**src/rtl/ysyx_2022040010_uncache_ctrl.sv**
```systemverilog
// Uncached (MMIO) access controller: turns one memory-stage request into a
// single-beat AXI read or write, stalls the pipeline while the bus is busy and
// pulses a one-cycle completion (hit) to the uncache data stage.
//
// Handshake rule on every AXI channel: a transfer happens in the cycle where
// both valid and ready are high at the rising clock edge. A valid, once raised,
// is held with stable payload until its transfer; ready never depends on valid
// from this side being low.
module ysyx_2022040010_uncache_ctrl #(
  parameter int ADDR_W = 64,
  parameter int DATA_W = 64
) (
  input  logic                clk,
  input  logic                rst,
  // memory-stage request
  input  logic                req_valid,
  input  logic                req_uncache,
  input  logic                req_wen,
  input  logic [ADDR_W-1:0]   req_addr,
  input  logic [2:0]          req_size,
  input  logic [DATA_W-1:0]   req_wdata,
  input  logic [DATA_W/8-1:0] req_wstrb,
  // pipeline / data-stage side
  output logic                stall,
  output logic                hit,
  output logic                uncache_o,
  output logic                refresh,
  output logic [DATA_W-1:0]   axi_rdata_o,
  output logic                bus_err,
  // read address channel
  output logic                ar_valid,
  input  logic                ar_ready,
  output logic [ADDR_W-1:0]   ar_addr,
  output logic [2:0]          ar_size,
  // read data channel
  input  logic                r_valid,
  output logic                r_ready,
  input  logic [DATA_W-1:0]   r_data,
  input  logic [1:0]          r_resp,
  // write address channel
  output logic                aw_valid,
  input  logic                aw_ready,
  output logic [ADDR_W-1:0]   aw_addr,
  output logic [2:0]          aw_size,
  // write data channel
  output logic                w_valid,
  input  logic                w_ready,
  output logic [DATA_W-1:0]   w_data,
  output logic [DATA_W/8-1:0] w_strb,
  // write response channel
  input  logic                b_valid,
  output logic                b_ready,
  input  logic [1:0]          b_resp,
  // debug view of the controller state
  output logic [2:0]          o_dbg_state
);

  localparam logic [2:0] S_IDLE    = 3'd0;
  localparam logic [2:0] S_RD_ADDR = 3'd1;
  localparam logic [2:0] S_RD_DATA = 3'd2;
  localparam logic [2:0] S_WR_REQ  = 3'd3;
  localparam logic [2:0] S_WR_RESP = 3'd4;
  localparam logic [2:0] S_DONE    = 3'd5;

  logic [2:0]          r_state;
  logic [2:0]          w_state_nxt;
  logic [ADDR_W-1:0]   r_addr;
  logic [2:0]          r_size;
  logic [DATA_W-1:0]   r_wdata;
  logic [DATA_W/8-1:0] r_wstrb;
  logic                r_wen;
  logic                r_err;
  logic [DATA_W-1:0]   r_rdata;
  logic                r_aw_done;
  logic                r_w_done;

  logic w_accept;
  logic w_aw_fire;
  logic w_w_fire;
  logic w_aw_all;
  logic w_w_all;
  logic w_wr_both;

  assign w_accept  = (r_state == S_IDLE) & req_valid & req_uncache;
  assign w_aw_fire = aw_valid & aw_ready;
  assign w_w_fire  = w_valid & w_ready;
  // A channel counts as done if it finished earlier or transfers this cycle.
  assign w_aw_all  = r_aw_done | w_aw_fire;
  assign w_w_all   = r_w_done | w_w_fire;
  assign w_wr_both = w_aw_all & w_w_all;

  // Next-state selection for the single-outstanding transaction FSM.
  always_comb begin
    w_state_nxt = r_state;
    case (r_state)
      S_IDLE:    if (w_accept) w_state_nxt = req_wen ? S_WR_REQ : S_RD_ADDR;
      S_RD_ADDR: if (ar_ready) w_state_nxt = S_RD_DATA;
      S_RD_DATA: if (r_valid) w_state_nxt = S_DONE;
      S_WR_REQ:  if (w_wr_both) w_state_nxt = S_WR_RESP;
      S_WR_RESP: if (b_valid) w_state_nxt = S_DONE;
      S_DONE:    w_state_nxt = S_IDLE;
      default:   w_state_nxt = S_IDLE;
    endcase
  end

  // State register; reset abandons any bus cycle in flight.
  always_ff @(posedge clk or posedge rst) begin
    if (rst) r_state <= S_IDLE;
    else     r_state <= w_state_nxt;
  end

  // Latch the request payload in the accept cycle.
  always_ff @(posedge clk or posedge rst) begin
    if (rst) begin
      r_addr  <= '0;
      r_size  <= '0;
      r_wdata <= '0;
      r_wstrb <= '0;
      r_wen   <= 1'b0;
    end else if (w_accept) begin
      r_addr  <= req_addr;
      r_size  <= req_size;
      r_wdata <= req_wdata;
      r_wstrb <= req_wstrb;
      r_wen   <= req_wen;
    end
  end

  // Per-channel done flags for the independent AW and W handshakes.
  always_ff @(posedge clk or posedge rst) begin
    if (rst) begin
      r_aw_done <= 1'b0;
      r_w_done  <= 1'b0;
    end else if ((r_state != S_WR_REQ) || w_wr_both) begin
      r_aw_done <= 1'b0;
      r_w_done  <= 1'b0;
    end else begin
      r_aw_done <= w_aw_all;
      r_w_done  <= w_w_all;
    end
  end

  // Capture the response; error responses and stores leave zero read data.
  always_ff @(posedge clk or posedge rst) begin
    if (rst) begin
      r_err   <= 1'b0;
      r_rdata <= '0;
    end else if ((r_state == S_RD_DATA) && r_valid) begin
      r_err   <= r_resp[1];
      r_rdata <= r_resp[1] ? '0 : r_data;
    end else if ((r_state == S_WR_RESP) && b_valid) begin
      r_err   <= b_resp[1];
      r_rdata <= '0;
    end
  end

  assign stall = w_accept | (r_state == S_RD_ADDR) | (r_state == S_RD_DATA)
               | (r_state == S_WR_REQ) | (r_state == S_WR_RESP);

  assign ar_valid = (r_state == S_RD_ADDR);
  assign ar_addr  = r_addr;
  assign ar_size  = r_size;
  assign r_ready  = (r_state == S_RD_DATA);

  assign aw_valid = (r_state == S_WR_REQ) & ~r_aw_done;
  assign aw_addr  = r_addr;
  assign aw_size  = r_size;
  assign w_valid  = (r_state == S_WR_REQ) & ~r_w_done;
  assign w_data   = r_wdata;
  assign w_strb   = r_wstrb;
  assign b_ready  = (r_state == S_WR_RESP);

  assign hit         = (r_state == S_DONE);
  assign uncache_o   = (r_state == S_DONE);
  assign refresh     = (r_state == S_DONE) & ~r_wen;
  assign bus_err     = (r_state == S_DONE) & r_err;
  assign axi_rdata_o = r_rdata;
  assign o_dbg_state = r_state;

endmodule
```
**config.mk**
```make
export PLATFORM = sky130hd
export DESIGN_NAME = ysyx_2022040010_uncache_ctrl
export DESIGN_NICKNAME = d
export VERILOG_FILES = /design/src/rtl/ysyx_2022040010_uncache_ctrl.sv
export SDC_FILE = /design/constraint.sdc
export NUM_CORES = 1
export LEC_CHECK = 0
export CORE_AREA = 2 2 192 194
export DETAILED_ROUTE_END_ITERATION = 8
export DIE_AREA = 0 0 194 196
export SYNTH_ARGS = -nofsm -noshare
export SYNTH_HDL_FRONTEND = slang
export SYNTH_SLANG_ARGS = --single-unit
```
**constraint.sdc**
```tcl
create_clock -name clk -period 7.6 [get_ports clk]
set_input_delay 2.28 -clock clk [delete_from_list [all_inputs] [get_ports clk]]
set_output_delay 2.28 -clock clk [all_outputs]
set_load 0.01 [all_outputs]
```
# Yosys cells after proc, flatten, opt, wreduce, memory -nomap -nowiden
# Index checks and enable logic that the tools add are counted.
# totals
rom_bits	0
inputBits	217
memories	0
word_cells	59
latch_bits	0
ram_bits	0
ff_bits	210
# op_classes
eq_ne	11
n_addsub	0
mul	0
div	0
magnitude_cmp	0
n_bitwise	18
n_mux	14
n_shift	0
reduce_logical	6
# op_table
cell	count
two-way mux 64 bit	3
two-way mux 3 bit	5
case mux 3 bit (5 select lines)	1
AND 1 bit	9
!= test 2 bit (second input constant)	4
equality test 3 x 2 -> 1 bit (second input constant)	2
equality test 3 bit (second input constant)	2
OR 1 bit	6
AND reduction 5 bit	1
two-way mux 1 bit	4
equality test 3 x 1 -> 1 bit (second input constant)	1
logical NOT 3 bit	1
!= test 3 x 2 -> 1 bit (second input constant)	1
inverter 1 bit	3
logical AND 1 bit	2
two-way mux 2 bit	1
!= test 2 x 1 -> 1 bit (second input constant)	1
nonzero test 2 bit	1
logical OR 1 bit	1

# Logic depth before layout (Yosys ltp)
# Gate-level depths: netlist of run 1.
# depth
ltp_word	7
depth_mapped	6
mapped_depth_nobuf	3

# Least setup slack after synthesis of run 1
# Ideal clock, no wire load.
# synth_path
path_kind	input-to-output
from	in req_uncache
to	out stall
arrival_time_ns	2.770
required_ns	5.320
path_slack_ns	2.550
stages	2
path_cell_list	a2111oi_0 > nor2_1
# synth_between
elab_chain_len	5
# synth_rtl
element	line_no	text
start, declared	17	input logic req_uncache,
AND 1 bit	84	assign w_accept = (r_state == S_IDLE) & req_valid & req_uncache;
OR 1 bit (2 in series)	157	assign stall = w_accept | (r_state == S_RD_ADDR) | (r_state == S_RD_DATA)
OR 1 bit (2 in series)	158	| (r_state == S_WR_REQ) | (r_state == S_WR_RESP);
end, declared	24	output logic stall,
# Every way passes these cells.

# Worst setup path in the final report of run 1
# Ends and elaborated chain as after synthesis.

==> impl_metrics.toml, run 1 <==
[outcome]
outcome = "completed"

[sta]
finalSetupViolations = 0
worst_pin_slew_ns = 1.05
finalHoldViolCount = 0
maxSlewHeadroom_pct = 30.2
finalMaxSlewViolations = 0
rsz0062_at_grt = "no"
fin_crit_sh_pct = 80.2
min_period_ns = 6.09
max_freq_mhz = 164
finClkSkew_ns = 0.0145
whs_ns = 0.481
fin_setup_tns_ns = 0

[setup_path]
path_depth = 4
required_ns = 5.32
path_class = "input pin to output pin"
crit_path_max_fanout = 2
timing.rr.end = "w_data[12]"
worst_setup_path_start_kind = "input pin"
rr_startpoint = "o_dbg_state[1]"
crit_start = "req_uncache"
crit_arrival_ns = 3.81
worstSetupEndpointType = "output pin"
rrSetupSlack_ns = 5.25
crit_slowest_cell = "clkdlybuf4s50_1"
ff2ff_path_depth = 4
path_buf_inv = 2
critPathTopFamily = "buffers and inverters"
crit_top_cell = "clkdlybuf4s50_1"
cpPeakStageDelay_ns = 0.50
crit_end = "stall"
crit_chain = "clkdlybuf4s50_1, a2111oi_0, nor2_1, clkdlybuf4s50_1"

[synth]
synth_most_common_cell = "dfrtp_1"
postSynthCellCount = 556
netlist_area_um2 = 8460
yosys-top-cells-area = "dfrtp_1 (62%), mux2_1 (13%), a22o_1 (6.6%)"
synth_top_area_cell = "dfrtp_1"
synthFlopType = "dfrtp_1"
synth_edf_count = 0
ys_seq_elements = 210
synth.top_cell.area_share_pct = 62.1
synth_fp_nets = 773
synth_warnings = 0
yosysSeqAreaShare_pct = 62.1
syn_area_per_cell_um2 = 15.2
synthArstFlopShare_pct = 100
synth_cell_type_count = 33
netlist_top_cells_count = "dfrtp_1 (210), mux2_1 (100), buf_4 (69)"

[clock_tree]
cts_root_buf = "clkbuf_16"
h-tree-depth = 1
clock_latency_ns = 0.52
cts-buffers-inserted = 24
tritoncts = "yes"
cts_setup_buffers = 0
path_clk_slew_ns = 0.06
clockBufferDepth = 3
clock_sinks = 210
cts_hold_buf = 0
cts_resized = 0

[power_and_ir_drop]
p_per_area_nw_per_um2 = 424
leakagePower_nw = 5.82
vdd_ir_drop_max_mv = 0.214
power_mw = 5.99

[floorplanning]
die_y_um = 196
dieWidth_um = 194
start_util_pct = 23.4
num_rows = 70
dieArea_um2 = 38000
fp.coreArea_um2 = 36100
ios = 500

[cells_and_area]
final_util_pct = 39.1
area_growth_pct = 66.8
num_antenna_cells = 0
drive_gt1_share_pct = 8.81
num-fill-cells = 3461
finalInstanceArea_um2 = 14100
nets = 1201

[global_route]
track_usage_pct = 12.7
grt_pass1_vias = 6537
grt_first_pass_wirelength_um = 38900
grt_overflow = 0
grt_max_degree = 141
antenna_found_initial = 0

[job]
drv_cap = 0

[routing]
drt_wl_total_um = 25500
drc = 0
vias = 6161
antenna_left = 0
viasPerCell = 4.20
wl_per_cell_um = 17.4
drt_pass1_iterations = 4
drtIter0Drc = 139

[min_path]
hold_class = "register to register"

[place]
dpl-instance-area_um2 = 13300
dpl.hpwl_um = 18400
io_buffers = 497
routabilityCongestion = 0.747
-- logic make-up (layout without fill, tap and decap cells) --
| group | after synthesis | after routing | share of synthesized area [%] |
|---|---|---|---|
| flip-flops | 210 | 210 | 62.1 |
| AO/OA/AOI/OAI | 74 | 74 | 7.57 |
| multiplexers | 143 | 143 | 19.0 |
| buffers and inverters | 101 | 544 | 9.16 |
| AND/OR/NAND/NOR | 28 | 28 | 2.10 |
-- per-stage QoR --
stage / setup WS, ns / std cells
floorplan: 2.55 / 556
global placement: 1.41 / 1426
detailed placement: 1.50 / 1426
CTS: 1.49 / 1467
global route: 1.44 / 1467
finish: 1.51 / 1467
-- flip-flops by register name, indices dropped and copies added (netlist names) --
signal       count
ar_size          3
axi_rdata_o     64
r_err            1
o_dbg_state      3
ar_addr         64
r_w_done         1
r_aw_done        1
w_strb           8
w_data          64
r_wen            1
-- cells in the final DEF, fill, tap and decap left out --
cell,Yosys,final
clkdlybuf4s50_1,0,497
dfrtp_1,210,210
mux2_1,100,100
a22o_1,64,64
mux2_2,43,43
clkbuf_16,0,25
clkbuf_1,2,7
nor2b_1,7,6
nor2_1,6,6
clkbuf_8,0,6
nand2_1,3,3
buf_4,69,3
nand3b_1,2,2
clkinvlp_4,0,2
buf_12,0,2
a21o_2,0,1
and4bb_1,1,1
nor2b_4,0,1
nand3b_4,1,1
nor3_4,0,1
nor3b_1,1,1
a2111oi_0,1,1
o21a_1,1,1
and2_1,1,1
and3_1,1,1
nor4_1,1,1
o21ai_0,1,1
o221ai_1,1,1
a211oi_1,1,1
a31o_2,1,1
nor3_1,1,1
nand2b_1,1,1
a32oi_1,1,1
nand3_1,1,1
o21bai_1,1,1
a222oi_1,1,1
clkinv_2,0,1
bufinv_16,0,1
-- worst register-to-register path: stages, from the launching register on --
cell,delay (ns)
dfrtp_1,0.57
nand3b_4,0.29
nor3_4,0.16
buf_12,0.41
mux2_1,0.78
-- cell type report --
class                      count  area, um^2  area share, %
inverter                       1        7.51         0.0532
tap                          468         586           4.15
clock inverter                 3        42.5          0.302
multi-input combinational    245        2440           17.3
timing repair buffer         502        5040           35.7
sequential                   210        5260           37.3
clock buffer                  38         734           5.21
-- routing by layer --
metal	vias up	global-route usage, %	part of all wire (%)
li1	2777	-	-
met4	0	3.00	1.6
met1	3055	15.3	40
met5	-	0	0
met2	294	22.2	50
met3	35	3.92	8.2
-- report_power, final --
part           total (mW)  switching (mW)  internal [mW]
clock                1.15           0.457          0.690
sequential           2.06           0.383           1.68
combinational        2.78            1.02           1.76
total                5.99            1.86           4.12
-- worst min-delay path by stage --
stage                            end       start  cells after the start  slack (ns)
after floorplan             r_w_done   r_aw_done                      1        0.45
after global placement    w_data[29]  w_data[29]                      1        0.47
after detailed placement   w_strb[6]   w_strb[6]                      1        0.47
after CTS                 w_data[17]  w_data[17]                      1        0.49
after global routing       w_data[9]   w_data[9]                      1        0.50
final                      w_strb[6]   w_strb[6]                      1        0.48
Note: power is estimated with default switching activity, not from simulation.
==> run 2, diff against run 1 <==
==> constraint.sdc (replaced) <==
create_clock -name clk -period 5.3 [get_ports clk]
set_input_delay 1.59 -clock clk [delete_from_list [all_inputs] [get_ports clk]]
set_output_delay 1.59 -clock clk [all_outputs]
set_load 0.01 [all_outputs]
==> run 2 against run 1 <==
Clock-buffer cell count fell by 3. Sequential power rose by 43%. Non-clock buffer count rose by 7. Combinational power rose by 44%. Setup slack got worse by 0.87 ns. Utilization rose by 0.14 points. Total power rose by 42%. Critical endpoint unchanged. Largest power group unchanged.
==> impl_metrics.toml, run 2 (same netlist as run 1, synthesis figures left out) <==
[setup_path]
crit_path_max_fanout = 2
worst_setup_path_start_kind = "input pin"
crit_chain = "clkdlybuf4s50_1, a2111oi_0, nor2_1, clkdlybuf4s50_1"
crit_top_cell = "clkdlybuf4s50_1"
crit_slowest_cell = "clkdlybuf4s50_1"
path_class = "input pin to output pin"
required_ns = 3.71
worstSetupEndpointType = "output pin"
cpPeakStageDelay_ns = 0.49
crit_arrival_ns = 3.08

[power_and_ir_drop]
p_per_area_nw_per_um2 = 602
switchingPower_mw = 2.66
power_mw = 8.52
p_int_mw = 5.86
vdd_ir_drop_max_mv = 0.297
leakagePower_nw = 5.85
combPwrFrac_pct = 47.0
p_clk_share_pct = 18.3
seqPwrFrac_pct = 34.7
switching_share_pct = 31.2

[routing]
drc = 0
vias = 6172
antenna_left = 0
viasPerCell = 4.20
drt_pass1_iterations = 4
drtIter0Drc = 158
drt_wl_total_um = 25300
wl_per_cell_um = 17.2

[sta]
min_period_ns = 4.67
fin_setup_tns_ns = 0
finalMaxSlewViolations = 0
fin_crit_sh_pct = 88.0
worst_pin_slew_ns = 0.922
finalHoldViolCount = 0
rsz0062_at_grt = "no"
maxSlewHeadroom_pct = 38.3
finalSetupViolations = 0
finClkSkew_ns = 0.00661
max_freq_mhz = 214

[clock_tree]
cts_hold_buf = 0
clockBufferDepth = 3
cts_setup_buffers = 0
cts_root_buf = "clkbuf_16"
cts_resized = 0
path_clk_slew_ns = 0.05
tritoncts = "yes"
h-tree-depth = 1
cts-buffers-inserted = 24
clock_latency_ns = 0.52
clock_sinks = 210

[cells_and_area]
final_cell_mix = "clkdlybuf4s50_1 (497), dfrtp_1 (210), mux2_1 (100)"
layout_commonest_cell = "clkdlybuf4s50_1"
nets = 1208
num_antenna_cells = 0
drive_gt1_share_pct = 9.28
final_util_pct = 39.2
area_growth_pct = 67.4

[place]
io_buffers = 497
dpl.hpwl_um = 18700
routabilityCongestion = 0.725

[global_route]
grt_overflow = 0
antenna_found_initial = 0
grt_max_degree = 109
grt_pass1_vias = 6483
grt_first_pass_wirelength_um = 38500
track_usage_pct = 12.6

[floorplanning]
dieArea_um2 = 38000
start_util_pct = 23.4
die_y_um = 196
fp.coreArea_um2 = 36100
num_rows = 70
dieWidth_um = 194
ios = 500

[outcome]
outcome = "completed"

[job]
drv_cap = 0

[min_path]
hold_class = "register to register"
==> run 2: cell count changes in the layout (fill, tap and decap cells not counted), sizes merged <==
cell,previous run,this run
buf,5,12
clkbuf,38,35
clkinvlp,2,1
bufinv,1,0
clkinv,1,2
==> run 2: power by group through the flow <==
stage                     combinational [mW]  clock (mW)  sequential [mW]
final                                   4.00        1.56             2.95
after global routing                    4.23        1.68             3.08
after CTS                               4.07        1.63             2.97
after detailed placement                4.06           0             2.98
after global placement                  4.03           0             2.96
after floorplan                         1.50           0             3.24
==> run 2: path summary, 6_finish.rpt <==
kind	to	from	slack, ns	cells after the start
min	w_data[15]	w_data[15]	0.48	1
min reg2reg	w_data[15]	w_data[15]	0.48	1
min in group asynchronous	ar_addr[34]	rst	1.59	3
max	stall	req_uncache	0.63	4
max in group asynchronous	w_data[9]	rst	3.17	3
max reg2reg	w_data[36]	o_dbg_state[1]	2.87	4
==> run 2: cell type report <==
class / instances / area (um^2)
clock buffers: 35 / 713
clock inverters: 2 / 10.0
fillers: 3471 / 21900
inverters: 1 / 7.51
multi-input cells: 245 / 2440
flip-flops and latches: 210 / 5260
well taps: 468 / 586
repair buffers: 509 / 5140
==> run 2: per-stage QoR <==
stage          hold slack, ns  cell area, um^2  worst slack (ns)  std cells
2_1_floorplan           0.450             8460             0.982        556
4_1_cts                 0.487            14200             0.603       1470
6_report                0.482            14200             0.634       1470
3_5_place_dp            0.474            13400             0.598       1433
5_1_grt                 0.496            14200             0.553       1470
3_3_place_gp            0.466            13400             0.589       1433
==> run 2: metal layers <==
layer	wire, um	vias up	global-route usage (%)
met4	557	0	3.45
met2	12300	303	21.5
met1	10300	3048	15.5
met3	2110	37	3.89
met5	0	-	0
li1	-	2784	-
==> run 2: critical path: cells and delay by family <==
family,cells,cell delay [ns]
and+or+nand+nor,1,0.09
buffers and inverters,2,0.98
AOI/OAI and AO/OA,1,0.42
==> run 3, diff against run 2 <==
--- a/config.mk
+++ b/config.mk
@@ -8,6 +8,7 @@
 export CORE_AREA = 2 2 192 194
 export DETAILED_ROUTE_END_ITERATION = 8
 export DIE_AREA = 0 0 194 196
+export PLACE_DENSITY = 0.54
 export SYNTH_ARGS = -nofsm -noshare
 export SYNTH_HDL_FRONTEND = slang
 export SYNTH_SLANG_ARGS = --single-unit
==> run 3 against run 2 <==
Non-clock buffer count fell by 4. Combinational power barely moved. Die area did not move.
==> impl_metrics.toml, run 3 (same netlist as run 1, synthesis figures left out) <==
[outcome]
outcome = "completed"

[clock_tree]
cts_hold_buf = 0
tritoncts = "yes"
clock_sinks = 210
cts_root_buf = "clkbuf_16"
clock_latency_ns = 0.52
cts_setup_buffers = 0
h-tree-depth = 1
cts-buffers-inserted = 25
path_clk_slew_ns = 0.05
clockBufferDepth = 3
cts_resized = 0

[setup_path]
worstSetupEndpointType = "output pin"
rrSetupSlack_ns = 3.08
crit_path_max_fanout = 2
path_class = "input pin to output pin"
crit_arrival_ns = 3.06
ff2ff_path_depth = 4
worst_setup_path_start_kind = "input pin"
required_ns = 3.71

[routing]
drt_pass1_iterations = 5
antenna_left = 0
drc = 0
viasPerCell = 4.12
drtIter0Drc = 175
vias = 6068
drt_wl_total_um = 27300
wl_per_cell_um = 18.5

[sta]
finalSetupViolations = 0
min_period_ns = 4.65
finClkSkew_ns = 0.0119
worst_pin_slew_ns = 0.728
maxSlewHeadroom_pct = 51.5
rsz0062_at_grt = "no"
fin_crit_sh_pct = 87.7
fin_setup_tns_ns = 0
finalHoldViolCount = 0
max_freq_mhz = 215
finalMaxSlewViolations = 0

[power_and_ir_drop]
p_int_mw = 5.89
combPwrFrac_pct = 46.8
p_per_area_nw_per_um2 = 609
switchingPower_mw = 2.73
switching_share_pct = 31.6
p_clk_share_pct = 18.9
leakagePower_nw = 5.84
seqPwrFrac_pct = 34.4
vdd_ir_drop_max_mv = 0.319

[floorplanning]
dieWidth_um = 194
fp.coreArea_um2 = 36100
num_rows = 70
ios = 500
die_y_um = 196
start_util_pct = 23.4
dieArea_um2 = 38000

[place]
routabilityCongestion = 0.756
dpl.hpwl_um = 20300
io_buffers = 497

[min_path]
hold_class = "register to register"
hold_path_depth = 1

[cells_and_area]
final_cell_mix = "clkdlybuf4s50_1 (497), dfrtp_1 (210), mux2_1 (100)"
final_util_pct = 39.2
area_growth_pct = 67.3
num_antenna_cells = 0
nets = 1205
layout_commonest_cell = "clkdlybuf4s50_1"
drive_gt1_share_pct = 9.36

[global_route]
antenna_found_initial = 1
grt_overflow = 0
grt_first_pass_wirelength_um = 40700
grt_pass1_vias = 6491
grt_max_degree = 106
track_usage_pct = 13.8

[job]
drv_cap = 0
-- run 3: per-layer routing --
| layer | vias to the layer above | GRT usage, % | share of wire (%) |
|---|---|---|---|
| li1 | 2775 | - | - |
| met2 | 311 | 23.6 | 50 |
| met1 | 2948 | 16.5 | 39 |
| met3 | 32 | 5.26 | 9.6 |
| met4 | 2 | 2.72 | 1.5 |
| met5 | - | 0 | 0.051 |
-- run 3: stage by stage --
| stage | power [mW] | setup WS, ns | cells | hold slack (ns) | instance area [um^2] |
|---|---|---|---|---|---|
| after CTS | 8.78 | 0.643 | 1472 | 0.486 | 14100 |
| after global routing | 9.11 | 0.572 | 1472 | 0.494 | 14100 |
| final | 8.62 | 0.653 | 1472 | 0.483 | 14100 |
| after global placement | 7.05 | 0.549 | 1429 | 0.467 | 13400 |
| after floorplan | 4.74 | 0.982 | 556 | 0.450 | 8460 |
| after detailed placement | 7.08 | 0.650 | 1429 | 0.474 | 13400 |
-- run 3: final timing paths --
| path | start | to |
|---|---|---|
| max | req_uncache | stall |
| min | w_data[32] | w_data[32] |
| max reg2reg | o_dbg_state[0] | axi_rdata_o[52] |
| min reg2reg | w_data[32] | w_data[32] |
| max in group asynchronous | rst | axi_rdata_o[39] |
| min in group asynchronous | rst | ar_addr[21] |
-- run 3: layout make-up --
type	count	area (um^2)
Multi-Input combinational cell	245	2440
Timing Repair Buffer	505	5080
Fill cell	3493	21900
Tap cell	468	586
Clock inverter	8	70.1
Clock buffer	35	703
Sequential cell	210	5260
Inverter	1	7.51
-- run 3: power by group through the flow --
stage | sequential (mW) | clock [mW] | combinational, mW
after floorplan | 3.24 | 0 | 1.50
after global placement | 2.97 | 0 | 4.07
after detailed placement | 2.99 | 0 | 4.09
after CTS | 2.98 | 1.70 | 4.11
after global routing | 3.08 | 1.77 | 4.26
final | 2.96 | 1.63 | 4.03
-- run 3: worst max-delay path, cell delays in order --
cell             delay, ns
clkdlybuf4s50_1       0.46
a2111oi_0             0.44
nor2_1                0.09
clkdlybuf4s50_1       0.49
